==> src/rtl/music_pkg.sv <==
// Shared constants, FSM encoding and song table lookup for the playlist
// controller and the song-length counter it drives.
package music_pkg;

  localparam int ADDR_W    = 10;
  localparam int NUM_SONGS = 3;

  localparam logic [ADDR_W-1:0] SONG1_START = 10'd0;
  localparam logic [ADDR_W-1:0] SONG1_END   = 10'd138;
  localparam logic [ADDR_W-1:0] SONG2_START = 10'd139;
  localparam logic [ADDR_W-1:0] SONG2_END   = 10'd335;
  localparam logic [ADDR_W-1:0] SONG3_START = 10'd336;
  localparam logic [ADDR_W-1:0] SONG3_END   = 10'd511;

  typedef enum logic [1:0] {
    ST_STOP  = 2'd0,
    ST_PLAY  = 2'd1,
    ST_PAUSE = 2'd2
  } state_t;

  typedef struct packed {
    logic [ADDR_W-1:0] start_a;
    logic [ADDR_W-1:0] end_a;
  } song_range_t;

  // Index 0 and indices without a table entry map to an empty 0..0 range.
  function automatic song_range_t song_range(input logic [3:0] idx);
    song_range_t r;
    r.start_a = '0;
    r.end_a   = '0;
    case (idx)
      4'd1: begin r.start_a = SONG1_START; r.end_a = SONG1_END; end
      4'd2: begin r.start_a = SONG2_START; r.end_a = SONG2_END; end
      4'd3: begin r.start_a = SONG3_START; r.end_a = SONG3_END; end
      default: begin r.start_a = '0; r.end_a = '0; end
    endcase
    return r;
  endfunction

endpackage

==> src/rtl/song_end_detect.sv <==
// End-of-song detector: settle counter masking stale CNT8 after a reload,
// previous-match flag, and the registered one-cycle SONG_DONE pulse.
module song_end_detect
  import music_pkg::*;
#(
  parameter int ADDR_W = music_pkg::ADDR_W
) (
  input  logic              clk,
  input  logic              rst,
  input  logic              enable,
  input  logic              load,
  input  logic              suppress,
  input  logic [ADDR_W-1:0] cnt,
  input  logic [ADDR_W-1:0] end_addr,
  output logic              end_hit,
  output logic              done
);

  logic [1:0] settle_q;
  logic       prev_q;
  logic       match;

  always_comb begin
    match   = enable && (settle_q == 2'd0) && (cnt == end_addr);
    // A simultaneous NEXT/PREV key takes precedence over the end event.
    end_hit = match && !prev_q && !suppress;
  end

  always_ff @(posedge clk) begin
    if (rst) begin
      settle_q <= 2'd0;
      prev_q   <= 1'b0;
      done     <= 1'b0;
    end else begin
      if (load)
        settle_q <= 2'd2;
      else if (settle_q != 2'd0)
        settle_q <= settle_q - 2'd1;
      prev_q <= match;
      done   <= end_hit;
    end
  end

endmodule

==> src/rtl/song_select_ctrl.sv <==
// Playlist controller: STOP/PLAY/PAUSE FSM, song index register and the
// registered STATE/address/RUN outputs feeding the song-length counter.
module song_select_ctrl
  import music_pkg::*;
#(
  parameter int NUM_SONGS = music_pkg::NUM_SONGS,
  parameter int ADDR_W    = music_pkg::ADDR_W
) (
  input  logic              CLK,
  input  logic              RST,
  input  logic              KEY_PLAY,
  input  logic              KEY_NEXT,
  input  logic              KEY_PREV,
  input  logic              MODE,
  input  logic [ADDR_W-1:0] CNT8,
  output logic [3:0]        STATE,
  output logic [ADDR_W-1:0] start_addr,
  output logic [ADDR_W-1:0] end_addr,
  output logic              RUN,
  output logic              SONG_DONE,
  output logic [1:0]        dbg_state
);

  // Keys are single-cycle debounced pulses; each is acted on in the cycle it
  // is high, with no acknowledge back to the debouncer.
  state_t      state_q, state_d;
  logic [3:0]  idx_q, idx_d;
  logic [3:0]  idx_inc, idx_dec;
  logic        key_move;
  logic        settle_load;
  logic        end_hit;
  song_range_t rng;

  assign dbg_state = state_q;

  always_comb begin
    state_d     = state_q;
    idx_d       = idx_q;
    key_move    = KEY_NEXT ^ KEY_PREV;
    idx_inc     = (idx_q == 4'(NUM_SONGS)) ? 4'd1 : idx_q + 4'd1;
    idx_dec     = (idx_q == 4'd1) ? 4'(NUM_SONGS) : idx_q - 4'd1;

    case (state_q)
      ST_STOP:  if (KEY_PLAY) state_d = ST_PLAY;
      ST_PLAY:  if (KEY_PLAY) state_d = ST_PAUSE;
      ST_PAUSE: if (KEY_PLAY) state_d = ST_PLAY;
      default:  state_d = ST_STOP;
    endcase

    if (key_move)
      idx_d = KEY_NEXT ? idx_inc : idx_dec;
    else if (end_hit && !MODE)
      idx_d = idx_inc;

    settle_load = key_move || (end_hit && !MODE) ||
                  ((state_q == ST_STOP) && KEY_PLAY);
    rng = song_range(idx_d);
  end

  always_ff @(posedge CLK) begin
    if (RST) begin
      state_q    <= ST_STOP;
      idx_q      <= 4'd1;
      STATE      <= 4'd0;
      start_addr <= '0;
      end_addr   <= '0;
      RUN        <= 1'b0;
    end else begin
      state_q <= state_d;
      idx_q   <= idx_d;
      // Outside STOP the index only moves on a change event, so reloading
      // every cycle is the same as holding.
      if (state_d == ST_STOP) begin
        STATE      <= 4'd0;
        start_addr <= '0;
        end_addr   <= '0;
      end else begin
        STATE      <= idx_d;
        start_addr <= rng.start_a;
        end_addr   <= rng.end_a;
      end
      RUN <= (state_d == ST_PLAY);
    end
  end

  song_end_detect #(.ADDR_W(ADDR_W)) u_end_detect (
    .clk      (CLK),
    .rst      (RST),
    .enable   (state_q == ST_PLAY),
    .load     (settle_load),
    .suppress (key_move),
    .cnt      (CNT8),
    .end_addr (end_addr),
    .end_hit  (end_hit),
    .done     (SONG_DONE)
  );

endmodule

==> config.mk <==
export PLATFORM = sky130hd
export DESIGN_NAME = song_select_ctrl
export DESIGN_NICKNAME = d
export VERILOG_FILES = /design/src/rtl/music_pkg.sv /design/src/rtl/song_end_detect.sv /design/src/rtl/song_select_ctrl.sv
export SDC_FILE = /design/constraint.sdc
export NUM_CORES = 1
export LEC_CHECK = 0
export ABC_AREA = 0
export CORE_UTILIZATION = 40
export DETAILED_ROUTE_END_ITERATION = 8
export PLACE_DENSITY = 0.7
export SLEW_MARGIN = 20
export SYNTH_ARGS = -nofsm -noshare
export SYNTH_HDL_FRONTEND = slang
export SYNTH_HIERARCHICAL = 1
export SYNTH_SLANG_ARGS = --single-unit
==> constraint.sdc <==
create_clock -name CLK -period 3 [get_ports CLK]
set_input_delay 0.3 -clock CLK [delete_from_list [all_inputs] [get_ports CLK]]
set_output_delay 0.3 -clock CLK [all_outputs]
set_load 0.02 [all_outputs]
Yosys cells after proc, flatten, opt, wreduce, memory -nomap -nowiden
Index checks and enable logic that the tools add are counted.

storage, ports and cells
  bits in registers = 35
  logic and storage cells = 53

operators by class
  muxes and demuxes = 11
  add/subtract/negate cells = 3
  reductions and logical operators = 19
  equality and inequality tests = 9
  bitwise gates (word level) = 1

operators by type and width
  cell                                                                   count
  19-bit case mux with 3 select lines                                    1
  4-bit two-way mux                                                      5
  4-bit by 2-bit equality test with 1-bit output, second input constant  3
  10-bit equality test                                                   1
  4-bit by 1-bit equality test with 1-bit output, second input constant  2
  2-bit two-way mux                                                      4
  1-bit logical AND                                                      6
  2-bit zero test                                                        3
  2-bit OR reduction                                                     3
  4-bit by 1-bit adder with 4-bit output, second input constant          1
  2-bit by 1-bit equality test with 1-bit output, second input constant  2
  2-bit case mux with 2 select lines                                     1
  2-bit nonzero test                                                     2
  4-bit by 1-bit subtractor with 4-bit output, second input constant     1
  1-bit zero test                                                        3
  2-bit equality test, second input constant                             1
  1-bit logical OR                                                       2
  2-bit by 1-bit subtractor with 2-bit output, second input constant     1
  1-bit XOR                                                              1

Longest topological paths before layout
Gate-level depths: netlist of the first run.

  depth after elaboration = 10
  depth in mapped cells = 11

Hierarchy
Netlist of the first run, hierarchy kept.

modules (own cells, without submodules)
  module            area each (sq um)  cells each  instances
  song_select_ctrl  935.9              108         1
  song_end_detect   249.0              28          1

Worst setup path after synthesis of the first run
Ideal clock, no wire load.

  path type = register to register
  start point = reg end_addr[6]
  end point = reg end_addr[5]
  path buffers = 0
  data required time = 2.908 ns
  cell stages (with the launch flop) = 9
  data arrival time = 2.278 ns
  setup time = 0.092 ns
  slack = 0.631 ns
  path through = dfxtp_1 -> xnor2_1 -> nand3_1 -> nor4_1 -> and2b_1 -> o21ai_0 -> a2111oi_4 -> o21ai_2 -> nor4_1

on the way
  word-level cells in the longest chain between the ends = 9

RTL lines
  what                                                                                                              RTL line                source
  start, declared                                                                                                   song_select_ctrl.sv:18  output logic [ADDR_W-1:0] end_addr,
  start signal, assigned                                                                                            song_select_ctrl.sv:80  end_addr <= rng.end_a;
  10-bit equality test *                                                                                            song_end_detect.sv:24   match = enable && (settle_q == 2'd0) && (cnt == end_addr);
  1-bit logical AND *                                                                                               song_end_detect.sv:24
  1-bit logical AND * (2 in a row)                                                                                  song_end_detect.sv:26   end_hit = match && !prev_q && !suppress;
  named net end_hit                                                                                                 song_select_ctrl.sv:31  logic end_hit;
  1-bit logical AND *                                                                                               song_select_ctrl.sv:52  else if (end_hit && !MODE)
  4-bit two-way mux *                                                                                               song_select_ctrl.sv:52
  4-bit two-way mux *                                                                                               song_select_ctrl.sv:50  if (key_move)
  4-bit by 2-bit equality test with 1-bit output or 4-bit by 1-bit equality test with 1-bit output (tied branches)  music_pkg.sv:31         case (idx)
  19-bit case mux with 3 select lines *                                                                             music_pkg.sv:31

Mark *: on every way through the listed nets, which the timed path passes. The rest lies on a longest branch.
A chain may end at the register's enable or synchronous reset.

Worst setup path in the final report of the first run
  start point = in KEY_PREV
  end point = reg end_addr[3]

on the way
  word-level cells in the longest chain between the ends = 8

RTL lines
  what                                                                                                              RTL line                source
  start, declared                                                                                                   song_select_ctrl.sv:13  input logic KEY_PREV,
  1-bit XOR *                                                                                                       song_select_ctrl.sv:39  key_move = KEY_NEXT ^ KEY_PREV;
  named net key_move                                                                                                song_select_ctrl.sv:29  logic key_move;
  1-bit zero test *                                                                                                 song_end_detect.sv:26
  1-bit logical AND *                                                                                               song_end_detect.sv:26
  named net end_hit                                                                                                 song_select_ctrl.sv:31
  1-bit logical AND *                                                                                               song_select_ctrl.sv:52
  4-bit two-way mux *                                                                                               song_select_ctrl.sv:52
  4-bit two-way mux *                                                                                               song_select_ctrl.sv:50
  4-bit by 2-bit equality test with 1-bit output or 4-bit by 1-bit equality test with 1-bit output (tied branches)  music_pkg.sv:31
  19-bit case mux with 3 select lines *                                                                             music_pkg.sv:31

Marks and branches as above.

==> results of run 1 <==
## through the flow
| stage | power (uW) | util (%) | hold slack [ns] | setup WS, ns | instances |
|---|---|---|---|---|---|
| 5_1_grt | 812 | 57.0 | 0.476 | 0.172 | 200 |
| 3_5_place_dp | 559 | 54.8 | 0.442 | 0.130 | 196 |
| 2_1_floorplan | 480 | - | 0.369 | 0.631 | 140 |
| 3_3_place_gp | 556 | 54.8 | 0.432 | 0.241 | 196 |
| 6_report | 774 | 57.0 | 0.462 | 0.411 | 200 |
| 4_1_cts | 777 | 56.7 | 0.459 | 0.417 | 200 |
## layout by cell type, fill, tap and decap left out, types with 2 or more instances in the layout
master                            synthesis  final
sky130_fd_sc_hd__dfxtp_1                 20     20
sky130_fd_sc_hd__clkdlybuf4s50_1          0     39
sky130_fd_sc_hd__nand2b_1                 6      6
sky130_fd_sc_hd__ha_1                     3      3
sky130_fd_sc_hd__nor3b_1                  2      2
sky130_fd_sc_hd__clkbuf_4                 0      3
sky130_fd_sc_hd__buf_4                   15      3
sky130_fd_sc_hd__and2b_1                  2      2
sky130_fd_sc_hd__nor2_1                  13     13
sky130_fd_sc_hd__a21oi_1                  5      5
sky130_fd_sc_hd__nor3_1                   6      6
sky130_fd_sc_hd__nand2_1                  3      3
sky130_fd_sc_hd__conb_1                   1      5
sky130_fd_sc_hd__nor2b_1                  3      3
sky130_fd_sc_hd__inv_1                    6      6
sky130_fd_sc_hd__nand3_1                  6      6
sky130_fd_sc_hd__xnor2_1                 12     12
sky130_fd_sc_hd__nor4_1                   5      5
sky130_fd_sc_hd__o21ai_0                  3      3
## cell families (layout without fill, tap and decap cells)
family | after synthesis | count (layout) | synth area share [%]
AND/OR/NAND/NOR | 52 | 52 | 23.8
AO/OA/AOI/OAI | 22 | 22 | 15.5
adder cells (fa/ha/maj) | 4 | 4 | 4.01
buffers and inverters | 24 | 53 | 13.0
XOR/XNOR | 13 | 13 | 9.61
other | 1 | 5 | 0.316
flip-flops | 20 | 20 | 33.8
## worst reg2reg max path: stages, from the launching register on
cell and delay, ns:
sky130_fd_sc_hd__dfxtp_1 0.52, sky130_fd_sc_hd__xnor2_1 0.16, sky130_fd_sc_hd__nand4_1 0.18, sky130_fd_sc_hd__nor4_1 0.33
sky130_fd_sc_hd__and2b_1 0.31, sky130_fd_sc_hd__o21ai_0 0.18, sky130_fd_sc_hd__a2111oi_4 0.43, sky130_fd_sc_hd__o21ai_2 0.14
sky130_fd_sc_hd__a211oi_1 0.24
## where the power goes
group          switching (uW)  leakage (uW)  total, uW  internal, uW
Sequential               25.8      0.000164        312           286
Combinational             123      0.000405        244           121
Clock                    83.3     0.0000279        218           135
Total                     232      0.000597        774           543
## routing by layer
| layer | wire [um] | GRT usage (%) | up-vias |
|---|---|---|---|
| met3 | 171 | 2.07 | 4 |
| met4 | 29 | 6.27 | 0 |
| li1 | - | - | 520 |
| met1 | 1030 | 19.1 | 480 |
| met5 | 0 | 0 | - |
| met2 | 1190 | 26.2 | 43 |
## area by class of cell
| class | count | area, sq um |
|---|---|---|
| inverter | 7 | 26.3 |
| clock inverter | 1 | 30.0 |
| multi-input combinational | 96 | 653 |
| fill | 251 | 1200 |
| timing repair buffer | 42 | 413 |
| clock buffer | 3 | 22.5 |
| sequential | 20 | 400 |
| tap | 31 | 38.8 |
## worst paths after layout
path                                                       startpoint                               endpoint  depth (start not counted)
worst max-delay path                                         KEY_PREV                 end_addr[3]$_SDFF_PP0_                         11
worst min-delay path            u_end_detect/settle_q[0]$_SDFFE_PP0P_  u_end_detect/settle_q[0]$_SDFFE_PP0P_                          1
worst max register to register                 end_addr[6]$_SDFF_PP0_                 end_addr[3]$_SDFF_PP0_                          8
worst min register to register  u_end_detect/settle_q[0]$_SDFFE_PP0P_  u_end_detect/settle_q[0]$_SDFFE_PP0P_                          1
## flip-flops by register name, summed over array words and instances (netlist names)
register and cells:
STATE 4, end_addr 4, idx_q 4, dbg_state 2
u_end_detect/settle_q 2, RUN 1, start_addr 1, u_end_detect/done 1
u_end_detect/prev_q 1
==> run summary, run 1 <==
Run status
- completed — run status

Clock tree
- 0 — buffer count from post-CTS setup fixing
- yes — TritonCTS clock tree
- 0.30 ns — clock insertion delay at the later pin of the skew report
- sky130_fd_sc_hd__clkbuf_4 — clock root buffer
- 1 — H-tree Lvls
- 3 — Inserted Clock Buffers
- 20 — Sinks on Clock Net
- 0 — Resized cells post-CTS
- 2 — maximum count of clock buffers along a single path
- 0 — number of hold-repair buffers added at the cts stage
- 0.11 ns — clock-pin slew on the worst setup and hold paths

Synthesis
- 33.8% — proportion of netlist area held by the largest area contributor
- sky130_fd_sc_hd__dfxtp_1, sky130_fd_sc_hd__buf_4, sky130_fd_sc_hd__nor2_1 — most instantiated cells after synthesis
- 1180 sq um — netlist area before placement
- sky130_fd_sc_hd__dfxtp_1, sky130_fd_sc_hd__buf_4, sky130_fd_sc_hd__xnor2_1, sky130_fd_sc_hd__nor2_1, sky130_fd_sc_hd__ha_1 — largest cells by area after synthesis
- sky130_fd_sc_hd__dfxtp_1 — library cell with the largest summed area after synthesis
- 33.8% — sequential element share of the synthesized area
- sky130_fd_sc_hd__dfxtp_1 — flip-flop cell with the highest count after synthesis
- 42 — number of different library cells in the post-synthesis netlist
- 136 — instance count of the mapped netlist
- 0% — FFs w/ async S/R, synth
- 6 — warnings from Yosys
- sky130_fd_sc_hd__dfxtp_1 — cell with the most instances after synthesis
- 8.71 sq um — average cell area after synthesis
- 20 — flops & latches, synth
- 0 — number of flops mapped to enable cells by yosys

Critical path
- clkdlybuf4s50_1 -> xnor2_1 -> inv_2 -> nor2_1 -> nand3_1 -> nor4_1 -> and2b_1 -> o21ai_0 -> a2111oi_4 -> o21ai_2 -> a211oi_1 — cell-by-cell listing of the critical path
- 7 — top fanout value on the critical path
- 2.80 ns — arrival time at the worst endpoint
- register — CP endpoint kind
- 0.42 ns — Register-to-Register Setup Slack
- 0.43 ns — highest cell delay on the worst timing path
- sky130_fd_sc_hd__clkdlybuf4s50_1 — Critical-path top delay cell
- 3.21 ns — Req. time, crit path
- in2reg — worst setup path category
- input pin — element type at the critical path start
- 2 — Bufs and invs on worst path
- compound AO/OA/AOI/OAI gates — CP top delay family

Drt
- 2410 um — DRT Wirelength
- 12.1 um — final routed wire length divided by cell count
- 4 — total iterations of the first detailed-routing run
- 1047 — vias post-DR
- 5.24 — average via count per standard cell
- 0 — count of unresolved DRC violations after routing
- 0 — post-detailed-route count of antenna-violating nets
- 29 — Initial DRC Count

Die
- 2780 sq um — Std-Cell Core Area
- 19 — number of core rows
- 3180 sq um — Die Outline Area
- 56.4 um — Die Y-Extent
- 42.6% — effective utilization at floorplan
- 44 — ports placed on the boundary
- 56.4 um — horizontal die dimension

STA
- false — unrepaired setup endpoints after global routing
- 0 — final setup vio count
- 0 — Final Hold Viols
- 386 MHz — achievable clock frequency
- 0.000690 ns — setup clock skew after layout
- 86.3% — final worst-path cycle share
- 0.709 ns — actual transition at the worst max-transition pin
- 0 ns — Setup Total Neg Slack
- 52.2% — worst slew margin relative to its limit
- 2.59 ns — Final Critical Period
- 0 — Pins Over Slew Limit

Layout
- 8.28% — fraction of layout instances using a drive strength above 1
- 0 — antenna fix cells
- 33.7% — layout-stage area growth over the synthesis result
- 1580 sq um — summed area of non-filler cells in the final layout
- 189 — net count of the finished layout

Global route
- 879 — vias in the first global route
- 15.3% — combined global-route utilization of all metal layers
- 0 — overall overflow remaining after global route
- 3910 um — global-route wire length before repair
- 13 — largest net degree at the start of global routing
- 0 — number of antenna violations at the first check in global routing

Place
- 39 — count of buffers inserted at the top-level ports
- 1520 sq um — post-place instance area
- 0.796 — placer congestion estimate
- 1890 um — HPWL Detailed

Job
- 0 — reported max-cap violation count

Power
- 489 nW/um^2 — PwrDens
- 0.000597 uW — Leakage Power
- 0.357 mV — maximum vdd ir drop

Worst hold path
- reg2reg — type of the worst min-delay path

Power figures use the tool's default switching activity.
==> run 2, diff against run 1 <==
Settings changed: TNS_END_PERCENT set to 1.
==> results of run 2 <==
Same layout as run 1: the final DEF is identical, and so are final timing and power.
